[src/rtl/multicycle_ctrl.sv]
// multicycle_ctrl
//   Control FSM of the multicycle MIPS core. Walks each instruction through
//   IF/ID/EXE/MEM/WB and drives the PC, IR, register-file, ALU and data-memory
//   controls for the datapath.
// Ports
//   CLK, RST            clock (rising edge) and asynchronous active-high reset
//   opcode, funct, zero IR fields and ALU zero flag
//   PCWre, IRWre        PC / IR load enables
//   PCSrc               00 PC+4, 01 branch target, 10 jump target
//   RegWre, RegDst      register write enable; 00 rt, 01 rd, 10 $31
//   WrRegDSrc           00 ALU result, 01 memory data, 10 PC+4
//   ALUSrcB, ExtSel     0 rt / 1 immediate; 0 zero-extend / 1 sign-extend
//   ALUOp               000 add, 001 sub, 010 and, 011 or, 100 slt
//   mRD, mWR            data-memory read / write strobes
//   state               current state (debug)
module multicycle_ctrl #(
  parameter int OPW = 6,
  parameter int SW  = 3
) (
  input  logic           CLK,
  input  logic           RST,
  input  logic [OPW-1:0] opcode,
  input  logic [OPW-1:0] funct,
  input  logic           zero,
  output logic           PCWre,
  output logic           IRWre,
  output logic [1:0]     PCSrc,
  output logic           RegWre,
  output logic [1:0]     RegDst,
  output logic [1:0]     WrRegDSrc,
  output logic           ALUSrcB,
  output logic           ExtSel,
  output logic [2:0]     ALUOp,
  output logic           mRD,
  output logic           mWR,
  output logic [SW-1:0]  state
);

  typedef enum logic [SW-1:0] {
    S_IF   = 3'd0,
    S_ID   = 3'd1,
    S_EXE  = 3'd2,
    S_MEM  = 3'd3,
    S_WB   = 3'd4,
    S_HALT = 3'd7
  } state_t;

  localparam logic [OPW-1:0] OP_R    = 6'b000000;
  localparam logic [OPW-1:0] OP_ADDI = 6'b001000;
  localparam logic [OPW-1:0] OP_ORI  = 6'b001101;
  localparam logic [OPW-1:0] OP_LW   = 6'b100011;
  localparam logic [OPW-1:0] OP_SW   = 6'b101011;
  localparam logic [OPW-1:0] OP_BEQ  = 6'b000100;
  localparam logic [OPW-1:0] OP_BNE  = 6'b000101;
  localparam logic [OPW-1:0] OP_J    = 6'b000010;
  localparam logic [OPW-1:0] OP_JAL  = 6'b000011;
  localparam logic [OPW-1:0] OP_HALT = 6'b111111;

  localparam logic [2:0] ALU_ADD = 3'b000;
  localparam logic [2:0] ALU_SUB = 3'b001;
  localparam logic [2:0] ALU_AND = 3'b010;
  localparam logic [2:0] ALU_OR  = 3'b011;
  localparam logic [2:0] ALU_SLT = 3'b100;

  state_t state_q, state_d;

  always_ff @(posedge CLK or posedge RST) begin
    if (RST) state_q <= S_IF;
    else     state_q <= state_d;
  end

  assign state = state_q;

  always_comb begin
    state_d   = state_q;
    PCWre     = 1'b0;
    IRWre     = 1'b0;
    PCSrc     = 2'b00;
    RegWre    = 1'b0;
    RegDst    = 2'b00;
    WrRegDSrc = 2'b00;
    ALUSrcB   = 1'b0;
    ExtSel    = 1'b0;
    ALUOp     = ALU_ADD;
    mRD       = 1'b0;
    mWR       = 1'b0;

    // ALU/extender selects are driven through EXE, MEM and WB so the ALU
    // result stays stable while memory and write-back consume it.
    if (state_q == S_EXE || state_q == S_MEM || state_q == S_WB) begin
      case (opcode)
        OP_R: begin
          case (funct)
            6'b100010: ALUOp = ALU_SUB;
            6'b100100: ALUOp = ALU_AND;
            6'b100101: ALUOp = ALU_OR;
            6'b101010: ALUOp = ALU_SLT;
            default:   ALUOp = ALU_ADD;
          endcase
        end
        OP_ADDI, OP_LW, OP_SW: begin
          ALUOp   = ALU_ADD;
          ExtSel  = 1'b1;
          ALUSrcB = 1'b1;
        end
        OP_ORI: begin
          ALUOp   = ALU_OR;
          ALUSrcB = 1'b1;
        end
        OP_BEQ, OP_BNE: ALUOp = ALU_SUB;
        default: ;
      endcase
    end

    case (state_q)
      S_IF: begin
        IRWre   = 1'b1;
        state_d = S_ID;
      end
      S_ID: begin
        case (opcode)
          OP_R, OP_ADDI, OP_ORI, OP_LW, OP_SW, OP_BEQ, OP_BNE: state_d = S_EXE;
          OP_J: begin
            PCWre   = 1'b1;
            PCSrc   = 2'b10;
            state_d = S_IF;
          end
          OP_JAL: begin
            PCWre     = 1'b1;
            PCSrc     = 2'b10;
            RegWre    = 1'b1;
            RegDst    = 2'b10;
            WrRegDSrc = 2'b10;
            state_d   = S_IF;
          end
          OP_HALT: state_d = S_HALT;
          default: begin
            // Unrecognised opcode retires as a NOP.
            PCWre   = 1'b1;
            state_d = S_IF;
          end
        endcase
      end
      S_EXE: begin
        case (opcode)
          OP_BEQ: begin
            PCWre   = 1'b1;
            PCSrc   = zero ? 2'b01 : 2'b00;
            state_d = S_IF;
          end
          OP_BNE: begin
            PCWre   = 1'b1;
            PCSrc   = zero ? 2'b00 : 2'b01;
            state_d = S_IF;
          end
          OP_LW, OP_SW:          state_d = S_MEM;
          OP_R, OP_ADDI, OP_ORI: state_d = S_WB;
          default:               state_d = S_IF;
        endcase
      end
      S_MEM: begin
        case (opcode)
          OP_LW: begin
            mRD     = 1'b1;
            state_d = S_WB;
          end
          OP_SW: begin
            mWR     = 1'b1;
            PCWre   = 1'b1;
            state_d = S_IF;
          end
          default: state_d = S_IF;
        endcase
      end
      S_WB: begin
        case (opcode)
          OP_R: begin
            RegWre = 1'b1;
            PCWre  = 1'b1;
            RegDst = 2'b01;
          end
          OP_ADDI, OP_ORI: begin
            RegWre = 1'b1;
            PCWre  = 1'b1;
          end
          OP_LW: begin
            RegWre    = 1'b1;
            PCWre     = 1'b1;
            WrRegDSrc = 2'b01;
          end
          default: ;
        endcase
        state_d = S_IF;
      end
      S_HALT: state_d = S_HALT;
      default: state_d = S_IF;
    endcase

    // Reset must block every enable immediately, even mid-cycle.
    if (RST) begin
      PCWre     = 1'b0;
      IRWre     = 1'b0;
      PCSrc     = 2'b00;
      RegWre    = 1'b0;
      RegDst    = 2'b00;
      WrRegDSrc = 2'b00;
      ALUSrcB   = 1'b0;
      ExtSel    = 1'b0;
      ALUOp     = ALU_ADD;
      mRD       = 1'b0;
      mWR       = 1'b0;
    end
  end

endmodule

[config.mk]
export PLATFORM = sky130hd
export DESIGN_NAME = multicycle_ctrl
export DESIGN_NICKNAME = d
export VERILOG_FILES = /design/src/rtl/multicycle_ctrl.sv
export SDC_FILE = /design/constraint.sdc
export NUM_CORES = 1
export LEC_CHECK = 0
export BUFFER_PORTS_ARGS = -buffer_cell sky130_fd_sc_hd__buf_2
export CORE_AREA = 2 2 39 41
export DETAILED_ROUTE_END_ITERATION = 8
export DIE_AREA = 0 0 41 43
export PLACE_DENSITY_LB_ADDON = 0.08
export SETUP_SLACK_MARGIN = 0.2
export SLEW_MARGIN = 30
export SYNTH_ARGS = -nofsm -noshare
export SYNTH_HDL_FRONTEND = slang
export SYNTH_SLANG_ARGS = --single-unit
[constraint.sdc]
create_clock -name CLK -period 3.1 [get_ports CLK]
set_input_delay 0 -clock CLK [delete_from_list [all_inputs] [get_ports CLK]]
set_output_delay 0 -clock CLK [all_outputs]
set_load 0.05 [all_outputs]
* Word-level counts from Yosys, hierarchy flattened *
Cells that the tools add are included.

storage, ports and cells
  register bits after elaboration = 3
  input bits = 15
  word-level logic and storage cells = 75

cells by class
  equality and inequality tests = 18
  muxes and demuxes = 43
  reduce and logical (&&, ||, !) cells = 13

operators with widths
  kind                                            count
  == test 6 bit (second input constant)           7
  2-to-1 mux 1 bit                                24
  case mux 3 bit (5 select lines)                 1
  == test 6 x 2 -> 1 bit (second input constant)  2
  == test 6 x 3 -> 1 bit (second input constant)  2
  == test 6 x 4 -> 1 bit (second input constant)  2
  case mux 2 bit (2 select lines)                 3
  case mux 3 bit (2 select lines)                 2
  case mux 3 bit (4 select lines)                 1
  2-to-1 mux 2 bit                                5
  2-to-1 mux 3 bit                                3
  case mux 3 bit (3 select lines)                 1
  OR reduction 4 bit                              2
  OR reduction 8 bit                              1
  OR reduction 7 bit                              1
  == test 3 x 2 -> 1 bit (second input constant)  2
  == test 3 bit (second input constant)           2
  logical NOT 6 bit                               1
  OR reduction 2 bit                              3
  OR reduction 3 bit                              2
  case mux 1 bit (2 select lines)                 2
  case mux 1 bit (4 select lines)                 1
  == test 3 x 1 -> 1 bit (second input constant)  1
  logical NOT 3 bit                               1
  logical OR 1 bit                                2

* Logic depth before layout (Yosys ltp) *
Gate-level depths: netlist (run 1).

  depth in word-level cells = 5
  mapped depth = 5
  mapped depth without buffers = 4

* Worst setup path after synthesis (run 1) *
No wires, ideal clock.

  path kind = register to output
  from = register state_q[0] (netlist: state[0])
  to = output port RegWre
  arrival = 3.133 ns
  required time = 3.100 ns
  setup slack = -0.033 ns
  cell stages (with the launch flop) = 5
  path through = dfrtp_1 -> or3b_1 -> nor4_2 -> and2_1 -> o21bai_1

between the ends
  longest elaborated chain between the ends = 3
  elaborated cells between the ends (all ways) = 4

ends and longest elaborated chain
  element                                                         line  RTL
  from (decl)                                                     65    state_t state_q, state_d;
  from (signal assigned)                                          69    else state_q <= state_d;
  == test 3 bit / == test 3 x 1 -> 1 bit (equally long branches)  115   case (state_q)
  case mux 1 bit (2 select lines) (*)                             115
  2-to-1 mux 1 bit (*)                                            200   if (RST) begin
  to (decl)                                                       28    output logic RegWre,

Every way passes the cells marked *; elsewhere a longest branch is shown, timed or not.

* Worst setup path in the final report (run 1) *
  from = register state_q[2] (netlist: state[2])
  to = output port PCWre

between the ends
  longest elaborated chain between the ends = 3
  elaborated cells between the ends (all ways) = 6

ends and longest elaborated chain
  element                                      line  RTL
  == test 3 bit, or another cell as far along  115
  case mux 1 bit (4 select lines) (*)          115
  2-to-1 mux 1 bit (*)                         200
  to (decl)                                    25    output logic PCWre,

Marks and branches as above.

==> impl_results.md, run 1 <==
* Die Y at between 40 and 50 um
* Simple-gate share of the synthesized area at 52.6%
* Grt total ovfl at 0
* Synth unique cells at 38
* Detailed Route WL at approximately 1700 um
* Final Max Slew Viols at 0
* RSZ-0062 raised after global routing: no
* Core Util, Final at around 57%
* Reg2reg start: state[2]$_DFF_PP0_
* DR pass1 iterations at 4
* Via count at 782
* Avg Cell Area, Syn at between 6 and 7 um^2
* First-pass GRT wire length at between 2000 and 2500 um
* Cell Count, Final, Fillers Out at between 100 and 150
* Postcts setup bufs at 0
* Post-synth EDFFs at 0
* Yosys warnings at 0
* Pwr dens at 399 mW/mm^2
* Post-DRT Antenna Nets at 0
* Setup_tns at 0 ns
* Worst Skew at about 0.0073 ns
* CP bufs+invs at 1
* CTS tree: built
* DR WL/cell at 12.3 um
* CP endpoint kind: primary output
* Synth Area in Compound Gates at between 20% and 30%
* Core area at ~0.0014 mm^2
* WL met1 at 713 um
* Worst R2R Setup Slack at approximately 1.8 ns
* Setup violators final at 0
* Ports at 34
* Slowest cell on crit path: dfrtp_1
* Die Footprint at approximately 0.0018 mm^2
* Post-synthesis net count at just over 100
* Synth-to-Final Area Change at 32.1%
* Most numerous cell in the Yosys netlist: nor2_1
* Mapped Area at slightly below 600 um^2
* # diodes at 0
* Worst Max-Slew Pin Slew at 0.579 ns
* XOR/XNOR share of the synthesized area at ~3.0%
* Largest net degree at the start of global routing at 17
* Status: completed
* Cells after DPL at approximately 130
* Hold path start: opcode[4]
* DP HPWL at 1300 um
* Top sig layer: met3
* Synth area leaders: dfrtp_1 (13%), nor3_1 (5.9%), nor2_1 (5.7%)
* Placed standard-cell area at around 750 um^2
* Iter 0 DRT Violations at 24
* Die Wd at roughly 41 um
* CTS root buf: clkbuf_4
* Initial Util at between 40% and 50%
* Met2 wire len at ~860 um
* Cts bufs inserted at 3
* Seq/Total Area, Yosys at about 13%
* Hold Slack at between 0.2 and 0.25 ns
* Worst hold path type: input pin to register
* Critical path's largest stage delay at ~0.53 ns
* Worst setup SP type: register
* Total GRT Usage at 19.7%
* Adder-cell share of the synthesized area at 0%
* P_leak at between 0.3 and 0.4 nW
* Final worst setup slack at 0.958 ns
* Worst-Skew Late Latency at approximately 0.24 ns
* Final Power at between 0.3 and 0.4 mW
* Worst EP arrival at between 2 and 2.5 ns
* Gpl congestion at ~0.75
* Filler cell count at 142
* Synth top area share at between 10% and 20%
* Async SR Flop Fraction at between 90% and 100%
* Initial antenna violation count at 0
* Largest family of logic cells by synthesized area: simple AND/OR/NAND/NOR gates
* CTS max path bufs at 2
* Maximum clock rate at approximately 470 MHz
* CP max FO at 16
* Final Hold Viols at 0
* DRC viols at 0
* Row count at 14
* DP Worst Slack at roughly 1.2 ns
* Max reg flops at 3
* Max-Cap Viols at 0
* Share of layout cells above drive strength 1 at between 30% and 40%
* Final Cell Area at around 780 um^2
* Worst setup path class: register to primary output
* Hold worst-path end: state[2]$_DFF_PP0_
* Cells after synthesis at between 80 and 90
* Wire length on met3 at 83 um
* Peak supply drop at 0.149 mV
* Port bufs at 33
* Post-synth top area cell: dfrtp_1
* Worst endpoint required time at roughly 3.1 ns
* Crit path cell chain: or3b_1 -> a2111o_1 -> a31oi_1 -> buf_2
* Most instantiated cells after synthesis: nor2_1 (9), nand2_1 (7), nor3_1 (7)
* Final period util at between 60% and 70%
* Delay-heaviest family, CP: compound AO/OA/AOI/OAI gates
* Seq cells post-synth at 3
* Clock-pin slew on the worst setup and hold paths at 0.04 ns
* Nets at 134
* Worst Reg-to-Reg Cells at 2
* Min Tclk post-route at 2.14 ns
* Mux share of post-synthesis cell area at 0%
* Hold path depth at 4
* Vias in the first global route at between 600 and 700
* Vias/cell at around 5.8
* Relative slew slack at between 60% and 70%
* R2R Path End: state[1]$_DFF_PP0_
* Ys flop type: dfrtp_1
* H-tree depth at 1
* # clock sinks at 3
==> where the power goes <==
part	switching, mW	internal [mW]
clock network	0.0223	0.0484
logic	0.116	0.0525
registers	0.0256	0.0471
==> cells by family (layout without fill, tap and decap cells) <==
logic type,count (synthesis),in the layout
AND/OR/NAND/NOR,52,52
AO/OA/AOI/OAI,22,22
flip-flops,3,3
buffers and inverters,9,39
XOR/XNOR,2,2
==> what timing repair did <==
action,4_1_cts,5_1_grt
resized for setup,0,0
endpoints found under the hold margin,3,0
setup endpoints to repair,0,0
hold buffers,1,0
==> worst max-delay path by stage <==
stage / slack [ns] / to / cells past startpoint / from
after floorplan: 0.30 / RegWre / 4 / state[0]$_DFF_PP0_
after global placement: 1.24 / PCWre / 4 / state[2]$_DFF_PP0_
after detailed placement: 1.23 / PCWre / 4 / state[2]$_DFF_PP0_
after CTS: 0.98 / PCWre / 4 / state[2]$_DFF_PP0_
after global routing: 0.90 / ALUOp[0] / 4 / state[2]$_DFF_PP0_
final: 0.96 / PCWre / 4 / state[2]$_DFF_PP0_
==> layer usage <==
layer / up-vias / global-route usage [%]
met5: - / 0
met4: 0 / 8.00
met3: 0 / 0
met2: 27 / 32.5
met1: 361 / 25.6
li1: 394 / -
==> layout make-up <==
cell class,instances,area (um^2),area share (%)
Timing Repair Buffer,34,175,22.4
Multi-Input combinational cell,76,482,61.6
Sequential cell,3,75.1,9.60
Inverter,1,3.75,0.480
Clock buffer,4,26.3,3.36
Tap cell,16,20.0,2.56
==> cell usage in the layout, fill, tap and decap left out, types with 2 or more instances in the layout <==
master / synthesis / final
clkbuf_4: 0 / 3
nor2b_1: 2 / 2
a21oi_1: 5 / 5
nor3b_1: 2 / 2
nand3_1: 5 / 5
buf_2: 2 / 33
nand2_1: 7 / 7
and2_1: 2 / 2
o21ai_0: 5 / 5
nor3_1: 7 / 7
nor4_1: 5 / 5
o31a_1: 2 / 2
xnor2_1: 2 / 2
nor2_1: 9 / 9
dfrtp_1: 3 / 3
nand2b_1: 2 / 2
a31oi_1: 2 / 2
==> worst register-to-register path, stage by stage, from the launching register on <==
cell	delay, ns
dfrtp_1	0.53
or3b_1	0.51
o21ai_0	0.16
Power figures use the tool's default switching activity.
==> inputs of run 2 (changes only) <==
--- a/config.mk
+++ b/config.mk
@@ -6,9 +6,9 @@
 export NUM_CORES = 1
 export LEC_CHECK = 0
 export BUFFER_PORTS_ARGS = -buffer_cell sky130_fd_sc_hd__buf_2
-export CORE_AREA = 2 2 39 41
+export CORE_MARGIN = 2
+export CORE_UTILIZATION = 42
 export DETAILED_ROUTE_END_ITERATION = 8
-export DIE_AREA = 0 0 41 43
 export PLACE_DENSITY_LB_ADDON = 0.08
 export SETUP_SLACK_MARGIN = 0.2
 export SLEW_MARGIN = 30
==> constraint.sdc (replaced) <==
create_clock -name CLK -period 2 [get_ports CLK]
set_input_delay 0 -clock CLK [delete_from_list [all_inputs] [get_ports CLK]]
set_output_delay 0 -clock CLK [all_outputs]
set_load 0.05 [all_outputs]
==> run 2 against run 1 <==
Clock skew is 0.00079 ns higher. Power is 86% higher. Clock-buffer cell count stayed put. Utilization is 22 points higher. Critical endpoint unchanged. Largest power group unchanged.
==> impl_results.md, run 2 (same netlist as run 1, synthesis figures left out) <==
* DR pass1 iterations at 4 (unchanged)
* Setup violators final at 0 (unchanged)
* Status: completed
* WL met1 at 839 um (+18%)
* Hold Slack at 0.222 ns (+0.0184 ns)
* DR WL/cell at 14.5 um (+17%)
* Detailed Route WL at 2060 um (+24%)
* Clock-pin slew on the worst setup and hold paths at 0.04 ns (about the same)
* Relative slew slack at 69.0% (+7.8 points)
* Worst Max-Slew Pin Slew at 0.463 ns (-0.116 ns)
* Vias in the first global route at 827 (+35%)
* Maximum clock rate at 560 MHz
* Cts bufs inserted at 3 (unchanged)
* Worst Skew at 0.00807 ns (+0.000792 ns)
* RSZ-0062 raised after global routing: yes
* Via count at 865 (+11%)
* DP Worst Slack at 0.211 ns (-1.02 ns)
* Min Tclk post-route at ~1.8 ns
* Worst setup SP type: register
* CTS root buf: clkbuf_4
* # diodes at 0 (unchanged)
* Iter 0 DRT Violations at 19 (-21%)
* Worst Reg-to-Reg Cells at 5 (+3)
* Hold worst-path end: state[2]$_DFF_PP0_
* Register area at 78.8 um^2 (+5.0%)
* Die Wd at 41.5 um (+1.3%)
* Vias/cell at 6.09 (+4.4%)
* Core Util, Final at 78.8% (+22 points)
* Filler cell count at 99 (-30%)
* Initial antenna violation count at 0 (unchanged)
* Max-Cap Viols at 0 (unchanged)
* Core area at 0.00130 mm^2 (-6.0%)
* CP endpoint kind: primary output
* Final worst setup slack at 0.213 ns (-0.745 ns)
* Final Hold Viols at 0 (unchanged)
* Cells after DPL at 131 (+1.6%)
* Setup_tns at 0 ns (unchanged)
* H-tree depth at 1 (unchanged)
* Commonest non-fill, non-tap cell in the layout: buf_2
* Met2 wire len at 1030 um (+20%)
* Pwr dens at 565 mW/mm^2 (+42%)
* Worst EP arrival at 1.79 ns (-0.35 ns)
* Hold path depth at 4 (unchanged)
* Wire length on met3 at 116 um (+40%)
* Port bufs at 33 (unchanged)
* Initial Util at 45.5% (+2.7 points)
* CTS max path bufs at 2 (unchanged)
* Ports at 34 (unchanged)
* CTS tree: built
* CP max FO at 9 (-7)
* Final Power at 0.579 mW (+86%)
* Total GRT Usage at 26.2% (+6.5 points)
* Synth-to-Final Area Change at 73.1%
* # clock sinks at 3 (unchanged)
* Final Max Slew Viols at 0 (unchanged)
* Placed standard-cell area at 906 um^2 (+21%)
* Grt total ovfl at 0 (unchanged)
* Cell Count, Final, Fillers Out at 142 (+6.0%)
* Nets at 143 (+6.7%)
* Worst setup path class: register to primary output
* DRC viols at 0 (unchanged)
* DP HPWL at 1440 um (+11%)
* Worst R2R Setup Slack at 0.69 ns (-1.12 ns)
* Die Footprint at 0.00173 mm^2 (-2.1%)
* Most frequent cells in the layout: buf_2 (30), buf_4 (9), nor2_1 (8), nand2_1 (7)
* Largest net degree at the start of global routing at 15 (-2)
* Share of layout cells above drive strength 1 at 56.7% (+22 points)
* Row count at 13 (-1)
* Peak supply drop at 0.741 mV (+400%)
* Area of the multi-input gates at 636 um^2 (+32%)
* Die Y at 41.5 um (-3.4%)
* Final Cell Area at 0.00102 mm^2 (+31%)
* Max reg flops at 3 (unchanged)
* Reg2reg start: state[1]$_DFF_PP0_
* Worst endpoint required time at 2.00 ns (-1.10 ns)
* Worst hold path type: input pin to register
* Top sig layer: met4
* Post-DRT Antenna Nets at 0 (unchanged)
* Gpl congestion at 0.845 (+13%)
* Final period util at between 80% and 90%
* P_leak at 0.419 nW (+25%)
* Worst-Skew Late Latency at 0.24 ns (about the same)
* Hold path start: opcode[4]
* First-pass GRT wire length at 3570 um (+43%)
* R2R Path End: state[2]$_DFF_PP0_
[run 2: cell types whose count changed in the layout (fill, tap and decap cells not counted), sizes merged]
| cell | change |
|---|---|
| buf | +9 |
[run 2: final cells by class]
| type | count | area share [%] |
|---|---|---|
| clock buffer | 4 | 2.56 |
| inverter | 1 | 0.366 |
| multi-input combinational | 76 | 62.0 |
| sequential | 3 | 7.69 |
| tap | 15 | 1.83 |
| timing repair buffer | 43 | 25.5 |
[run 2: timing repair]
item,4_1_cts,5_1_grt
endpoints found under the hold margin,3,0
pin swaps,2,3
resized for setup,6,5
setup buffers,4,2
setup endpoints to repair,9,7
hold buffers,1,0
[run 2: how the worst max path moves through the flow]
| stage | start | depth (start not counted) | end | slack, ns |
|---|---|---|---|---|
| 3_5_place_dp | state[1]$_DFF_PP0_ | 4 | PCWre | 0.21 |
| 2_1_floorplan | state[1]$_DFF_PP0_ | 4 | RegWre | -0.30 |
| 5_1_grt | state[2]$_DFF_PP0_ | 6 | PCWre | 0.15 |
| 3_3_place_gp | state[1]$_DFF_PP0_ | 4 | PCWre | 0.23 |
| 4_1_cts | state[2]$_DFF_PP0_ | 6 | PCWre | 0.21 |
| 6_report | state[2]$_DFF_PP0_ | 6 | PCWre | 0.21 |
[run 2: metal layers]
layer  up-vias  GRT usage [%]
met2        46           44.4
met1       393           30.2
li1        412              -
met4         0           14.2
met3        14           5.65
met5         -              0
[run 2: critical path: stages (launching register included)]
cell and delay (ns):
dfrtp_2 0.42, buf_4 0.19, nor2b_2 0.19, nand4_1 0.20, o31a_1 0.19, a31oi_4 0.19, buf_6 0.18
[run 2: power by group]
group          internal [mW]  switching, mW
Sequential            0.0761         0.0250
Clock                 0.0749         0.0351
Combinational          0.132          0.235
